[config.mk]
export PLATFORM = sky130hd
export DESIGN_NAME = store_buffer
export DESIGN_NICKNAME = d
export VERILOG_FILES = /design/src/rtl/store_buffer_pkg.sv /design/src/rtl/store_fwd_merge.sv /design/src/rtl/store_buffer.sv
export VERILOG_INCLUDE_DIRS = /design/src /design/src/rtl
export SDC_FILE = /design/constraint.sdc
export NUM_CORES = 1
export LEC_CHECK = 0
export ABC_AREA = 1
export BUFFER_PORTS_ARGS = -buffer_cell sky130_fd_sc_hd__buf_2
export CAP_MARGIN = 5
export CELL_PAD_IN_SITES_DETAIL_PLACEMENT = 0
export CELL_PAD_IN_SITES_GLOBAL_PLACEMENT = 2
export CORE_ASPECT_RATIO = 1.4
export CORE_UTILIZATION = 30
export DETAILED_ROUTE_END_ITERATION = 16
export MAX_ROUTING_LAYER = met4
export PLACE_DENSITY_LB_ADDON = 0.1
export SYNTH_ARGS = -nofsm -noshare
export SYNTH_HDL_FRONTEND = slang
export SYNTH_SLANG_ARGS = --single-unit
[constraint.sdc]
create_clock -name clk -period 3.6 [get_ports clk]
set_input_delay 0.72 -clock clk [delete_from_list [all_inputs] [get_ports clk]]
set_output_delay 0.72 -clock clk [all_outputs]
set_load 0.1 [all_outputs]
[src/rtl/defines.v]
// Shared widths, drain FSM encodings and default buffer depth.
`ifndef STORE_BUFFER_DEFINES_V
`define STORE_BUFFER_DEFINES_V
`define Addr_Width 32
`define Data_Width 32
`define SB_DEPTH   4
`define SB_ST_IDLE 1'b0
`define SB_ST_REQ  1'b1
`endif

[src/rtl/store_buffer_pkg.sv]
// Store buffer types: entry layout, drain states and the byte-lane merge helper.
`include "defines.v"
package store_buffer_pkg;
   localparam int ADDR_W       = `Addr_Width;
   localparam int DATA_W       = `Data_Width;
   localparam int LANES        = DATA_W / 8;
   localparam int SB_DEPTH_DEF = `SB_DEPTH;

   typedef enum logic {
      S_IDLE = `SB_ST_IDLE,
      S_REQ  = `SB_ST_REQ
   } sb_state_t;

   typedef struct packed {
      logic [ADDR_W-3:0] waddr;
      logic [LANES-1:0]  mask;
      logic [DATA_W-1:0] data;
   } sb_entry_t;

   // New bytes replace old ones lane by lane; the masks accumulate.
   function automatic sb_entry_t merge_entry(input sb_entry_t old_e, input sb_entry_t new_e);
      merge_entry      = old_e;
      merge_entry.mask = old_e.mask | new_e.mask;
      for (int b = 0; b < LANES; b++) begin
         if (new_e.mask[b]) merge_entry.data[8*b +: 8] = new_e.data[8*b +: 8];
      end
   endfunction
endpackage

[src/rtl/store_fwd_merge.sv]
// Combinational load forwarding: oldest-to-youngest scan, younger matching lanes win.
module store_fwd_merge
   import store_buffer_pkg::*;
#(
   parameter int DEPTH = SB_DEPTH_DEF
) (
   input  sb_entry_t [DEPTH-1:0] i_ent,
   input  logic      [DEPTH-1:0] i_vld,
   input  logic [ADDR_W-3:0]     i_waddr,
   output logic [LANES-1:0]      o_mask,
   output logic [DATA_W-1:0]     o_data
);
   always_comb begin
      o_mask = '0;
      o_data = '0;
      for (int i = 0; i < DEPTH; i++) begin
         if (i_vld[i] && (i_ent[i].waddr == i_waddr)) begin
            for (int b = 0; b < LANES; b++) begin
               if (i_ent[i].mask[b]) begin
                  o_mask[b]          = 1'b1;
                  o_data[8*b +: 8]   = i_ent[i].data[8*b +: 8];
               end
            end
         end
      end
   end
endmodule

[src/rtl/store_buffer.sv]
// Committed-store FIFO draining to memory one write at a time (mem_write from the edge after accept);
// accepts only while not full. STORE_BUFFER_MERGE_EN merges same-word stores into the youngest entry.
module store_buffer
   import store_buffer_pkg::*;
#(
   parameter int DEPTH = SB_DEPTH_DEF
) (
   input  logic              clk,
   input  logic              rst,
   input  logic              dcache_write,
   input  logic [LANES-1:0]  dcache_mask,
   input  logic [ADDR_W-1:0] dcache_addr,
   input  logic [DATA_W-1:0] dcache_data,
   output logic              dcache_write_valid,
   input  logic [ADDR_W-1:0] ld_addr,
   output logic [LANES-1:0]  ld_fwd_mask,
   output logic [DATA_W-1:0] ld_fwd_data,
   output logic              mem_write,
   output logic [ADDR_W-1:0] mem_addr,
   output logic [LANES-1:0]  mem_mask,
   output logic [DATA_W-1:0] mem_data,
   input  logic              mem_ack,
   output logic              sb_empty
);
   localparam int PTR_W = $clog2(DEPTH);
   localparam int CNT_W = PTR_W + 1;

   sb_entry_t             r_ent [DEPTH];
   logic [PTR_W-1:0]      r_rd_ptr;
   logic [PTR_W-1:0]      r_wr_ptr;
   logic [CNT_W-1:0]      r_count;
   sb_state_t             r_state;
   sb_state_t             w_state_nxt;
   logic [CNT_W-1:0]      w_count_nxt;
   logic                  w_full;
   logic                  w_push;
   logic                  w_pop;
   sb_entry_t             w_new;
   sb_entry_t             w_head;
   sb_entry_t [DEPTH-1:0] w_ord;
   logic [DEPTH-1:0]      w_ord_vld;
   logic                  w_unused;

   assign w_unused = ^{dcache_addr[1:0], ld_addr[1:0]};
   assign w_new    = '{waddr: dcache_addr[ADDR_W-1:2], mask: dcache_mask, data: dcache_data};
   assign w_full   = (r_count == CNT_W'(DEPTH));
   assign w_head   = r_ent[r_rd_ptr];
   assign w_pop    = (r_state == S_REQ) && mem_ack;

`ifdef STORE_BUFFER_MERGE_EN
   logic [PTR_W-1:0] w_yng_ptr;
   logic             w_merge_ok;
   logic             w_merge;

   // The head under an outstanding request must not change, so it is never a merge target.
   assign w_yng_ptr  = r_wr_ptr - PTR_W'(1);
   assign w_merge_ok = (r_count != '0) && (r_ent[w_yng_ptr].waddr == w_new.waddr) &&
                       !((r_state == S_REQ) && (r_count == CNT_W'(1)));
   assign dcache_write_valid = !w_full || w_merge_ok;
   assign w_merge = dcache_write && w_merge_ok;
   assign w_push  = dcache_write && !w_merge_ok && !w_full;

   always_ff @(posedge clk) begin
      if (w_push)       r_ent[r_wr_ptr]  <= w_new;
      else if (w_merge) r_ent[w_yng_ptr] <= merge_entry(r_ent[w_yng_ptr], w_new);
   end
`else
   assign dcache_write_valid = !w_full;
   assign w_push = dcache_write && !w_full;

   always_ff @(posedge clk) begin
      if (w_push) r_ent[r_wr_ptr] <= w_new;
   end
`endif

   assign w_count_nxt = r_count + CNT_W'(w_push) - CNT_W'(w_pop);

   always_ff @(posedge clk or posedge rst) begin
      if (rst) begin
         r_rd_ptr <= '0;
         r_wr_ptr <= '0;
         r_count  <= '0;
      end else begin
         if (w_push) r_wr_ptr <= r_wr_ptr + PTR_W'(1);
         if (w_pop)  r_rd_ptr <= r_rd_ptr + PTR_W'(1);
         r_count <= w_count_nxt;
      end
   end

   always_ff @(posedge clk or posedge rst) begin
      if (rst) r_state <= S_IDLE;
      else     r_state <= w_state_nxt;
   end

   always_comb begin
      w_state_nxt = r_state;
      mem_write   = 1'b0;
      case (r_state)
         S_IDLE: if (r_count != '0) w_state_nxt = S_REQ;
         S_REQ: begin
            mem_write = 1'b1;
            if (w_pop && (w_count_nxt == '0)) w_state_nxt = S_IDLE;
         end
         default: w_state_nxt = S_IDLE;
      endcase
   end

   assign mem_addr = mem_write ? {w_head.waddr, 2'b00} : '0;
   assign mem_mask = mem_write ? w_head.mask : '0;
   assign mem_data = mem_write ? w_head.data : '0;
   assign sb_empty = (r_count == '0) && (r_state == S_IDLE);

   // Present entries oldest first so the forwarding scan needs no pointer arithmetic.
   always_comb begin
      for (int i = 0; i < DEPTH; i++) begin
         w_ord[i]     = r_ent[r_rd_ptr + PTR_W'(i)];
         w_ord_vld[i] = (CNT_W'(i) < r_count);
      end
   end

   store_fwd_merge #(.DEPTH(DEPTH)) u_fwd (
      .i_ent   (w_ord),
      .i_vld   (w_ord_vld),
      .i_waddr (ld_addr[ADDR_W-1:2]),
      .o_mask  (ld_fwd_mask),
      .o_data  (ld_fwd_data)
   );
endmodule

==> results.rst, run 1 <==
.. list-table::
   :header-rows: 1

   * - Metric
     - Value
   * - Outcome
     - finished, violations left
   * - Failing checks
     - negative setup slack
   * - Number of register bits inferred by synthesis
     - 272
   * - Startpoint of the lowest-slack register-to-register path
     - r_count[2]
   * - Number of buffers added by the clock tree synthesis step
     - 34
   * - Post-layout min period
     - 4.34 ns
   * - Timing endpoint of the critical path
     - ld_fwd_data[28]
   * - Yosys warning total
     - 0
   * - Crit. End Element
     - output port
   * - Number of global-route vias before repair
     - 19.5k
   * - Initial antenna violation count
     - 12
   * - Unique cell type count in the Yosys netlist
     - 39
   * - Cell taking the most area after synthesis
     - sky130_fd_sc_hd__edfxtp_1
   * - Metal1 wirelength
     - 30,600 µm
   * - First-pass GRT wire length
     - 116,000 µm
   * - Die span in y
     - 302 µm
   * - Worst EP arrival
     - 3.62 ns
   * - Total placed cells including tap cells
     - 4,034
   * - CTS Root Cell
     - sky130_fd_sc_hd__clkbuf_16
   * - Clk sinks
     - 272
   * - Number of stages on the worst setup path
     - 18
   * - Uppermost signal routing layer after detailed routing
     - met4
   * - Most common cell on crit path
     - sky130_fd_sc_hd__buf_12
   * - Clock network latency to the later pin of the worst-skew pair
     - 0.55 ns
   * - Cell class contributing the biggest share of worst-path delay
     - buffers and inverters
   * - Bufs on Longest Clock Path
     - 3
   * - Cell with the biggest individual delay on the critical path
     - sky130_fd_sc_hd__dfrtp_4
   * - Hold Worst Slack
     - 0.116 ns
   * - Proportion of synthesized flip-flops having asynchronous set or reset
     - 0.0294
   * - CP startpoint kind
     - register
   * - Overall routed net length
     - 79,400 µm
   * - Pin count of the biggest net entering global routing
     - 89
   * - Via total after detailed routing
     - 19.7k
   * - Max-slew violation total from the final report
     - 0
   * - Post-Place Setup Slack
     - -0.377 ns
   * - Buffer and inverter count on the worst path
     - 8
   * - Most common cell after layout, fill and taps aside
     - sky130_fd_sc_hd__nand2_1
   * - Detailed-routed wire length on met3
     - 3150 µm
   * - CTS H-tree lvls
     - 2
   * - Worst Reg-to-Reg Cells
     - 11
   * - Number of standard cells in the layout, taps in and fillers out
     - 4,160
   * - Final setup slack of the worst path
     - -0.737 ns
   * - Die extent in x
     - 216 µm
   * - Commonest register cell after synthesis
     - sky130_fd_sc_hd__edfxtp_1
   * - Worst rel slew slack
     - 0.603
   * - Register-to-register setup slack
     - 1.00 ns
   * - Post-route clock skew
     - 0.0278 ns
   * - Cell types with the largest area share after synthesis
     - sky130_fd_sc_hd__edfxtp_1 41%, sky130_fd_sc_hd__nand2_1 28%, sky130_fd_sc_hd__nand3_1 8.2%, sky130_fd_sc_hd__inv_1 5.2%, sky130_fd_sc_hd__o21ai_0 4.5%
   * - Portion of the clock cycle consumed by the worst path in the final layout
     - 1.20
   * - Detailed-route vias per instance
     - 4.74
   * - Gr ovfl total
     - 0
   * - Clock edge transition at the registers on the reported setup and hold paths
     - 0.06 ns
   * - Number of max-cap violations
     - 0
   * - Post-Synthesis Cells
     - 2,880
   * - Count of endpoints failing hold in the final timing report
     - 0
   * - Hold Buf Count CTS
     - 0
   * - Worst setup startpoint
     - r_rd_ptr[0]
   * - Ordered list of cells on the worst path
     - buf_12 -> clkinv_16 -> nand2_8 -> nand2_8 -> buf_12 -> buf_16 -> o211ai_1 -> buf_4 -> o21ai_2 -> nor2_2 -> nand4_4 -> nor2_8 -> nand3_4 -> inv_4 -> buf_12 -> nand2_1 -> nand2_4 -> buf_12
   * - Worst-margin pin slew
     - 0.595 ns
   * - Routed WL per cell
     - 19.1 µm
   * - Share of the synthesized area in the top cell type
     - 0.411
   * - Starting DRC count in detailed routing
     - 976
   * - Leading cell types in the layout, fill and taps excluded
     - 1,315 x sky130_fd_sc_hd__nand2_1, 291 x sky130_fd_sc_hd__nand3_1, 264 x sky130_fd_sc_hd__edfxtp_1
   * - Synth Cell Area
     - 19,300 µm²
   * - RSZ-0062 raised after global routing
     - yes
   * - I/O pin total
     - 211
   * - EDFF count, synth
     - 264
   * - CP Max Fanout
     - 8
   * - Worst setup path class
     - reg -> out
   * - Number of remaining DRC errors
     - 0
   * - Class of the tightest hold or removal check
     - in -> async
   * - Starting density of the core
     - 0.305
   * - Area enclosed by the die boundary
     - 65,300 µm²
   * - NumNets Final
     - 3,405
   * - CTS tree
     - yes
   * - TritonRoute pass-1 iters
     - 5
   * - Standard cell core area
     - 63,300 µm²
   * - Synthesis-to-finish area growth
     - 43.9%
   * - WP data required
     - 2.88 ns
   * - Maximum operating frequency
     - 231 MHz
   * - Total GRT Usage
     - 0.247
   * - Avg Cell Area, Syn
     - 6.69 µm²
   * - Number of failing setup endpoints in the final timing report
     - 36
   * - Count of buffers inserted at the top-level ports
     - 204
   * - FP Rows
     - 109
   * - Share of layout cells above drive strength 1
     - 0.260
   * - Final GP Congestion
     - 0.950
   * - Routed length on met2
     - 42,300 µm
   * - DP HPWL
     - 56,300 µm
   * - Slowest Stage Delay on Critical Path
     - 0.42 ns
   * - Endpoint of the worst register-to-register path
     - r_state
   * - Final antenna-violating net count
     - 0
   * - Sequential cell area fraction in the yosys report
     - 0.422
cell families (layout without fill, tap and decap cells):
logic type / after synthesis / count (layout) / share of synthesized area
AND/OR/NAND/NOR: 1950 / 1950 / 0.412
buffers and inverters: 411 / 847 / 0.0927
flip-flops: 272 / 272 / 0.422
AO/OA/AOI/OAI: 221 / 221 / 0.0600
XOR/XNOR: 16 / 16 / 0.00727
adder cells (fa/ha/maj): 9 / 9 / 0.00623
other: 1 / 13 / 0.000195
synth_stat cells (2+ instances only):
cell type,n
sky130_fd_sc_hd__o2111ai_1,4
sky130_fd_sc_hd__dfrtp_1,8
sky130_fd_sc_hd__nand3_1,315
sky130_fd_sc_hd__a21oi_1,4
sky130_fd_sc_hd__nor2_2,7
sky130_fd_sc_hd__o21ai_1,28
sky130_fd_sc_hd__buf_1,12
sky130_fd_sc_hd__inv_1,268
sky130_fd_sc_hd__o21ai_0,172
sky130_fd_sc_hd__nand2_2,6
sky130_fd_sc_hd__nor3_1,4
sky130_fd_sc_hd__nand3_2,4
sky130_fd_sc_hd__buf_6,19
sky130_fd_sc_hd__clkbuf_1,56
sky130_fd_sc_hd__o22ai_1,2
sky130_fd_sc_hd__ha_1,8
sky130_fd_sc_hd__o211ai_1,10
sky130_fd_sc_hd__nor2_8,2
sky130_fd_sc_hd__buf_2,36
sky130_fd_sc_hd__nand2_1,1458
sky130_fd_sc_hd__inv_2,5
sky130_fd_sc_hd__nand4_1,16
sky130_fd_sc_hd__nand3_4,4
sky130_fd_sc_hd__buf_4,14
sky130_fd_sc_hd__xor2_1,16
sky130_fd_sc_hd__nor2_1,126
sky130_fd_sc_hd__edfxtp_1,264
timing repair:
| item | 4_1_cts | 5_1_grt |
|---|---|---|
| gates resized for setup | 218 | 157 |
| setup buffers | 32 | 11 |
| gates cloned | 11 | 4 |
| setup endpoints to repair | 59 | 59 |
| pin swaps | 93 | 71 |
worst min-delay path by stage:
stage                     startpoint         end  slack, ns
final                            rst     r_state       0.12
after global routing             rst  r_count[1]       0.12
after CTS                        rst  r_count[1]       0.09
after detailed placement  r_count[0]  r_count[0]       0.58
after global placement    r_count[0]  r_count[0]       0.57
after floorplan                  rst  r_count[0]       0.54
final cells by class:
type,count,area [µm²]
diodes,11,27.5
clock buffers,47,951
clock inverters,14,90.1
fillers,6423,35600
inverters,274,1070
multi-input cells,2198,10500
flip-flops and latches,272,8140
well taps,832,1040
repair buffers,512,5930
per-stage QoR:
step	instance area [µm²]	setup TNS [ns]	utilization
finish	27700	-25.36	0.438
floorplan	19400	-87.23	-
global placement	24600	-10.32	0.389
CTS	27000	-25.34	0.427
global route	27700	-30.40	0.438
detailed placement	24600	-11.18	0.389
state kept, by name, summed over array words and instances (netlist names):
register,cells
r_ent,264
r_count,3
r_rd_ptr,2
r_wr_ptr,2
r_state,1
metal layers:
layer,global-route usage,vias to the layer above
met1,0.258,9159
met4,0.0914,0
met5,-,-
li1,-,10023
met3,0.0356,116
met2,0.465,408
worst reg2reg max path: stages, from the launching register on:
cell and delay, ns:
sky130_fd_sc_hd__dfrtp_1 0.38, sky130_fd_sc_hd__buf_4 0.18, sky130_fd_sc_hd__nand3_1 0.11, sky130_fd_sc_hd__nand2_1 0.32
sky130_fd_sc_hd__ha_1 0.42, sky130_fd_sc_hd__inv_1 0.06, sky130_fd_sc_hd__ha_1 0.14, sky130_fd_sc_hd__inv_1 0.05
sky130_fd_sc_hd__fa_1 0.50, sky130_fd_sc_hd__inv_1 0.05, sky130_fd_sc_hd__nor3_1 0.18, sky130_fd_sc_hd__a21oi_1 0.08
Power of run 1 is not shown: default switching activity piles up to over one toggle a cycle in this logic, so the estimate is an artifact.
==> inputs of run 2 (changes only) <==
--- a/config.mk
+++ b/config.mk
@@ -6,14 +6,14 @@
 export SDC_FILE = /design/constraint.sdc
 export NUM_CORES = 1
 export LEC_CHECK = 0
-export ABC_AREA = 1
 export BUFFER_PORTS_ARGS = -buffer_cell sky130_fd_sc_hd__buf_2
 export CAP_MARGIN = 5
 export CELL_PAD_IN_SITES_DETAIL_PLACEMENT = 0
 export CELL_PAD_IN_SITES_GLOBAL_PLACEMENT = 2
 export CORE_ASPECT_RATIO = 1.4
-export CORE_UTILIZATION = 30
+export CORE_UTILIZATION = 36
 export DETAILED_ROUTE_END_ITERATION = 16
+export HOLD_SLACK_MARGIN = 0.1
 export MAX_ROUTING_LAYER = met4
 export PLACE_DENSITY_LB_ADDON = 0.1
 export SYNTH_ARGS = -nofsm -noshare
==> constraint.sdc (replaced) <==
create_clock -name clk -period 3.6 [get_ports clk]
set_input_delay 0.18 -clock clk [delete_from_list [all_inputs] [get_ports clk]]
set_output_delay 0.18 -clock clk [all_outputs]
set_load 0.1 [all_outputs]
==> results.rst, run 2 <==
.. list-table::
   :header-rows: 1

   * - Metric
     - Value
   * - Outcome
     - finished, violations left
   * - Failing checks
     - negative setup slack
   * - DP HPWL
     - 45,100 µm
   * - Gr ovfl total
     - 0
   * - Worst-margin pin slew
     - 0.767 ns
   * - Count of endpoints failing hold in the final timing report
     - 0
   * - Crit. End Element
     - output port
   * - Pin count of the biggest net entering global routing
     - 75
   * - First-pass GRT wire length
     - 95,400 µm
   * - Via total after detailed routing
     - 14.8k
   * - Worst rel slew slack
     - 0.489
   * - Post-Synthesis Cells
     - 1,531
   * - Final setup slack of the worst path
     - -1.07 ns
   * - Power Total
     - 26.8 mW
   * - Initial antenna violation count
     - 1
   * - Slowest Stage Delay on Critical Path
     - 0.57 ns
   * - Power density relative to cell area
     - 1010 nW/µm²
   * - RSZ-0062 raised after global routing
     - yes
   * - Number of standard cells in the layout, taps in and fillers out
     - 2,764
   * - Proportion of synthesized flip-flops having asynchronous set or reset
     - 0.0294
   * - CP startpoint kind
     - register
   * - Cell class contributing the biggest share of worst-path delay
     - simple AND/OR/NAND/NOR gates
   * - NumNets Final
     - 2,225
   * - Worst setup path class
     - reg -> out
   * - Share of layout cells above drive strength 1
     - 0.465
   * - Die span in y
     - 264 µm
   * - Commonest register cell after synthesis
     - sky130_fd_sc_hd__edfxtp_1
   * - Cell types with the largest area share after synthesis
     - sky130_fd_sc_hd__edfxtp_1 45%, sky130_fd_sc_hd__mux2i_1 12%, sky130_fd_sc_hd__mux4_2 4.7%, sky130_fd_sc_hd__mux2_2 4.5%, sky130_fd_sc_hd__xnor2_1 3.5%
   * - Count of buffers inserted at the top-level ports
     - 204
   * - Combinational family with the most area after synthesis
     - multiplexers
   * - Final TNS setup
     - -33.83 ns
   * - Mux cell area share after synthesis
     - 0.216
   * - Post-route standard cell area excluding fillers
     - 26,600 µm²
   * - Clk sinks
     - 272
   * - Util after Layout
     - 0.552
   * - Synthesis-to-finish area growth
     - 50.7%
   * - Post-route clock skew
     - 0.00879 ns
   * - Bufs on Longest Clock Path
     - 3
   * - Multi-input gate area in the final layout
     - 10,500 µm²
   * - CTS Root Cell
     - sky130_fd_sc_hd__clkbuf_16
   * - EDFF count, synth
     - 264
   * - Unique cell type count in the Yosys netlist
     - 81
   * - Startpoint of the lowest-slack register-to-register path
     - r_count[0]
   * - Most flop-heavy register
     - r_ent
   * - Yosys warning total
     - 0
   * - Final GP Congestion
     - 0.930
   * - Ordered list of cells on the worst path
     - buf_6 -> buf_6 -> buf_6 -> mux4_2 -> xnor2_2 -> nand4_1 -> or4_4 -> nor4_4 -> buf_4 -> or3b_4 -> and2_4 -> a221oi_4 -> o22a_4 -> buf_12
   * - Cell taking the most area after synthesis
     - sky130_fd_sc_hd__edfxtp_1
   * - Synth Area in Compound Gates
     - 0.114
   * - Leakage power
     - 10.4 nW
   * - Total placed cells including tap cells
     - 2,583
   * - Clock network latency to the later pin of the worst-skew pair
     - 0.58 ns
   * - Class of the tightest hold or removal check
     - in -> async
   * - Parity-gate share of the synthesized area counting xor and xnor cells
     - 0.0536
   * - Number of max-cap violations
     - 0
   * - Number of buffers added by the clock tree synthesis step
     - 28
   * - Post-Place Setup Slack
     - -0.823 ns
   * - Number of remaining DRC errors
     - 0
   * - Count leader, synth
     - sky130_fd_sc_hd__edfxtp_1
   * - Avg Cell Area, Syn
     - 11.5 µm²
   * - Post-placement cell area
     - 23,000 µm²
   * - Final antenna-violating net count
     - 0
   * - Sequential cell area fraction in the yosys report
     - 0.461
   * - Area enclosed by the die boundary
     - 49,900 µm²
   * - Number of global-route vias before repair
     - 15.7k
   * - Starting DRC count in detailed routing
     - 724
   * - Portion of the clock cycle consumed by the worst path in the final layout
     - 1.30
   * - CTS H-tree lvls
     - 1
   * - Die extent in x
     - 189 µm
   * - Most common cell after layout, fill and taps aside
     - sky130_fd_sc_hd__buf_4
   * - Share of synthesized cell area in full adder, half adder and majority cells
     - 0.00681
   * - Share of the synthesized area in the top cell type
     - 0.449
   * - Cell with the biggest individual delay on the critical path
     - sky130_fd_sc_hd__dfrtp_4
   * - Buffer and inverter count on the worst path
     - 5
   * - Worst setup startpoint
     - r_rd_ptr[0]
   * - Detailed-route vias per instance
     - 5.37
   * - Post-layout min period
     - 4.67 ns
   * - Worst EP arrival
     - 4.49 ns
   * - TritonRoute pass-1 iters
     - 7
   * - Biggest regs
     - r_ent (264), r_count (3)
   * - Total GRT Usage
     - 0.262
   * - Post-synthesis simple-gate area fraction
     - 0.106
   * - Maximum operating frequency
     - 214 MHz
   * - Starting density of the core
     - 0.366
   * - Register cell area after layout
     - 8140 µm²
   * - Most common cell on crit path
     - sky130_fd_sc_hd__buf_6
   * - Leading cell types in the layout, fill and taps excluded
     - 324 x sky130_fd_sc_hd__buf_4, 264 x sky130_fd_sc_hd__edfxtp_1, 190 x sky130_fd_sc_hd__mux2i_1
   * - Number of failing setup endpoints in the final timing report
     - 36
   * - WP data required
     - 3.42 ns
   * - Routed WL per cell
     - 23.2 µm
   * - Overall routed net length
     - 64,200 µm
   * - Number of flip-flops in the largest register
     - 264
   * - Synth Cell Area
     - 17,600 µm²
   * - Commonest cells in the netlist
     - 264 x sky130_fd_sc_hd__edfxtp_1, 217 x sky130_fd_sc_hd__mux2i_1, 152 x sky130_fd_sc_hd__nor2_1, 90 x sky130_fd_sc_hd__nand2_1
   * - Max-slew violation total from the final report
     - 0
   * - Clock edge transition at the registers on the reported setup and hold paths
     - 0.07 ns
   * - FP Rows
     - 95
   * - Hold Worst Slack
     - 0.112 ns
   * - CP Max Fanout
     - 7
   * - Filler instances
     - 4,188
   * - Number of register bits inferred by synthesis
     - 272
   * - I/O pin total
     - 211
   * - Standard cell core area
     - 48,100 µm²
   * - Worst supply voltage drop on vdd
     - 0.00106 V
   * - CTS tree
     - yes
-- run 2: metal layers --
layer	global-route usage	routed length, µm	vias up	share of wire
li1	-	-	6995	-
met1	0.281	24300	7348	0.38
met2	0.495	35000	363	0.54
met3	0.0207	2210	127	0.034
met4	0.0974	2680	0	0.042
met5	-	0	-	0
-- run 2: path summary, 6_finish.rpt --
kind | to | slack, ns | cells past startpoint
max in group asynchronous | r_rd_ptr[1] | 3.19 | 3
hold / removal | r_state | 0.11 | 3
hold reg to reg | r_wr_ptr[0] | 0.63 | 2
setup reg to reg | r_state | 0.78 | 11
min in group clk | r_rd_ptr[0] | 0.12 | 3
setup / recovery | ld_fwd_data[18] | -1.07 | 14
-- run 2: timing repair --
action | in CTS | in global routing
setup buffers | 35 | 21
resized for setup | 181 | 101
endpoints found under the setup margin | 72 | 58
hold buffers | 68 | 0
gates cloned | 5 | 3
endpoints found under the hold margin | 274 | 0
pin swaps | 49 | 45
-- run 2: power breakdown --
group	switching [mW]	internal, mW
Clock	1.28	1.61
Combinational	12.1	7.20
Sequential	0.363	4.20
-- run 2: cell type report --
cell class | count | share of cell area
Tap cell | 630 | 0.0297
Clock inverter | 21 | 0.00640
Multi-Input combinational cell | 1118 | 0.394
Timing Repair Buffer | 673 | 0.233
Clock buffer | 30 | 0.0274
Inverter | 19 | 0.00301
Sequential cell | 272 | 0.306
Antenna cell | 1 | 0.0000941
-- run 2: tightest hold or removal path, stage by stage --
cell	delay, ns
sky130_fd_sc_hd__dlygate4sd3_1	0.53
sky130_fd_sc_hd__buf_2	0.11
sky130_fd_sc_hd__inv_1	0.28
-- run 2: kinds of logic (layout without fill, tap and decap cells) --
group / after synthesis / in the layout
fa+ha+maj: 9 / 9
xor+xnor: 108 / 108
compound gates: 291 / 291
flops: 272 / 272
buf+inv: 143 / 743
simple gates: 382 / 383
other cells: 1 / 3
mux: 325 / 325
No activity file was read; power rests on OpenSTA's default activity.
==> inputs of run 3 (changes only) <==
--- a/config.mk
+++ b/config.mk
@@ -10,7 +10,7 @@
 export CAP_MARGIN = 5
 export CELL_PAD_IN_SITES_DETAIL_PLACEMENT = 0
 export CELL_PAD_IN_SITES_GLOBAL_PLACEMENT = 2
-export CORE_ASPECT_RATIO = 1.4
+export CORE_MARGIN = 2
 export CORE_UTILIZATION = 36
 export DETAILED_ROUTE_END_ITERATION = 16
 export HOLD_SLACK_MARGIN = 0.1
==> constraint.sdc (replaced) <==
create_clock -name clk -period 3.6 [get_ports clk]
set_input_delay 0 -clock clk [delete_from_list [all_inputs] [get_ports clk]]
set_output_delay 0 -clock clk [all_outputs]
set_load 0.1 [all_outputs]
==> results.rst, run 3 (synthesized netlist as in run 2, its figures left out) <==
.. list-table::
   :header-rows: 1

   * - Metric
     - Value
   * - Outcome
     - finished, violations left
   * - Failing checks
     - negative setup slack
   * - Worst rel slew slack
     - 0.467
   * - Util after Layout
     - 0.517
   * - Ordered list of cells on the worst path
     - buf_12 -> mux2_2 -> a222oi_1 -> nand4_1 -> o41a_1 -> or4_1 -> buf_6 -> or3b_4 -> and2_4 -> a221oi_2 -> o22a_4 -> buf_12
   * - Leading cell types in the layout, fill and taps excluded
     - 264 x sky130_fd_sc_hd__edfxtp_1, 197 x sky130_fd_sc_hd__buf_4, 195 x sky130_fd_sc_hd__mux2i_1
   * - Power density relative to cell area
     - 1000 nW/µm²
   * - Number of flip-flops in the largest register
     - 264
   * - Total GRT Usage
     - 0.246
   * - Number of remaining DRC errors
     - 0
   * - Post-route clock skew
     - 0.0109 ns
   * - Die extent in x
     - 225 µm
   * - I/O pin total
     - 211
   * - WP data required
     - 3.60 ns
   * - Max-slew violation total from the final report
     - 0
   * - Initial antenna violation count
     - 5
   * - Class of the tightest hold or removal check
     - in -> reg
   * - Post-layout min period
     - 4.40 ns
   * - Die span in y
     - 225 µm
   * - CP Max Fanout
     - 6
   * - RSZ-0062 raised after global routing
     - yes
   * - Maximum operating frequency
     - 227 MHz
   * - Worst setup path class
     - reg -> out
   * - Worst-margin pin slew
     - 0.799 ns
   * - Final TNS setup
     - -23.63 ns
   * - Worst EP arrival
     - 4.40 ns
   * - Clk sinks
     - 272
   * - Detailed-route vias per instance
     - 5.45
   * - Slowest Stage Delay on Critical Path
     - 0.55 ns
   * - Worst supply voltage drop on vdd
     - 0.000965 V
   * - Starting DRC count in detailed routing
     - 993
   * - Number of max-cap violations
     - 0
   * - First-pass GRT wire length
     - 89,800 µm
   * - CTS H-tree lvls
     - 2
   * - Buffer and inverter count on the worst path
     - 3
   * - Overall routed net length
     - 61,600 µm
   * - Number of buffers added by the clock tree synthesis step
     - 35
   * - Most common cell on crit path
     - sky130_fd_sc_hd__buf_12
   * - Routed WL per cell
     - 23.4 µm
   * - NumNets Final
     - 2,094
   * - Starting density of the core
     - 0.363
   * - Hold Worst Slack
     - 0.205 ns
   * - Via total after detailed routing
     - 14.4k
   * - Portion of the clock cycle consumed by the worst path in the final layout
     - 1.22
   * - Crit. End Element
     - output port
   * - Pin count of the biggest net entering global routing
     - 80
   * - Filler instances
     - 4,332
   * - Register cell area after layout
     - 8140 µm²
   * - CTS Root Cell
     - sky130_fd_sc_hd__clkbuf_16
   * - Final antenna-violating net count
     - 0
   * - Cell with the biggest individual delay on the critical path
     - sky130_fd_sc_hd__or4_1
   * - Count of buffers inserted at the top-level ports
     - 204
   * - TritonRoute pass-1 iters
     - 5
   * - Count of endpoints failing hold in the final timing report
     - 0
   * - FP Rows
     - 81
   * - Post-route standard cell area excluding fillers
     - 25,100 µm²
   * - Gr ovfl total
     - 0
   * - Bufs on Longest Clock Path
     - 3
   * - Final setup slack of the worst path
     - -0.798 ns
   * - Multi-input gate area in the final layout
     - 10,200 µm²
   * - Clock edge transition at the registers on the reported setup and hold paths
     - 0.05 ns
   * - Clock network latency to the later pin of the worst-skew pair
     - 0.54 ns
   * - Number of failing setup endpoints in the final timing report
     - 36
   * - Area enclosed by the die boundary
     - 50,800 µm²
   * - Share of layout cells above drive strength 1
     - 0.423
   * - Cell class contributing the biggest share of worst-path delay
     - simple AND/OR/NAND/NOR gates
   * - Most common cell after layout, fill and taps aside
     - sky130_fd_sc_hd__edfxtp_1
   * - DP HPWL
     - 42,900 µm
   * - Post-Place Setup Slack
     - -0.460 ns
   * - Number of global-route vias before repair
     - 14.5k
   * - CTS tree
     - yes
   * - Leakage power
     - 9.64 nW
   * - Synthesis-to-finish area growth
     - 42.5%
   * - Standard cell core area
     - 48,600 µm²
   * - Final GP Congestion
     - 0.903
   * - CP startpoint kind
     - register
   * - Post-placement cell area
     - 21,700 µm²
   * - Biggest regs
     - r_ent (264), r_count (3)
   * - Most flop-heavy register
     - r_ent
[run 3: cell types whose count changed in the layout (fill, tap and decap cells not counted), moves of 6 or more]
cell	previous run	this run
sky130_fd_sc_hd__clkbuf_1	1	9
sky130_fd_sc_hd__a211oi_4	11	2
sky130_fd_sc_hd__buf_2	148	168
sky130_fd_sc_hd__o21ai_1	18	11
sky130_fd_sc_hd__mux2i_4	15	9
sky130_fd_sc_hd__buf_4	324	197
sky130_fd_sc_hd__buf_6	38	30
sky130_fd_sc_hd__buf_12	79	56
[run 3: routing by layer]
layer / vias to the layer above / routed length, µm / track usage
met5: - / 0 / -
li1: 6751 / - / -
met2: 416 / 27800 / 0.375
met3: 86 / 3310 / 0.0366
met1: 7108 / 29100 / 0.341
met4: 0 / 1480 / 0.0707
[run 3: worst paths after layout]
kind                                 startpoint              end  slack [ns]  cells after the start
worst max-delay path                r_rd_ptr[1]  ld_fwd_data[16]       -0.80                     12
worst min-delay path            dcache_data[28]     r_ent[0][28]        0.20                      2
worst max register to register       r_count[0]          r_state        0.85                     11
worst min register to register      r_wr_ptr[0]      r_wr_ptr[0]        0.63                      2
max in group asynchronous                   rst      r_rd_ptr[1]        2.74                      4
min in group asynchronous                   rst          r_state        0.53                      4
[run 3: timing repair]
action                     in CTS  in global routing
hold endpoints to repair      302                  0
pin swaps                      12                 36
resized for setup             113                127
setup endpoints to repair      37                 38
setup buffers                  21                 18
cloned                          7                  2
hold buffers                   70                  0
[run 3: cell type report]
type	count	area share
Clock buffer	46	0.0377
Antenna cell	6	0.000598
Sequential cell	272	0.324
Inverter	19	0.00294
Clock inverter	15	0.00712
Multi-Input combinational cell	1118	0.408
Timing Repair Buffer	535	0.189
Tap cell	622	0.0310
[run 3: power by group]
part / switching (mW) / internal [mW]
clock: 1.34 / 2.08
combinational: 11.6 / 5.59
sequential: 0.356 / 4.21
[run 3: through the flow]
step           total power, mW  cells
3_3_place_gp              20.3   2451
5_1_grt                   26.3   2633
2_1_floorplan             16.4   1532
6_report                  25.1   2633
3_5_place_dp              20.4   2451
4_1_cts                   24.7   2610
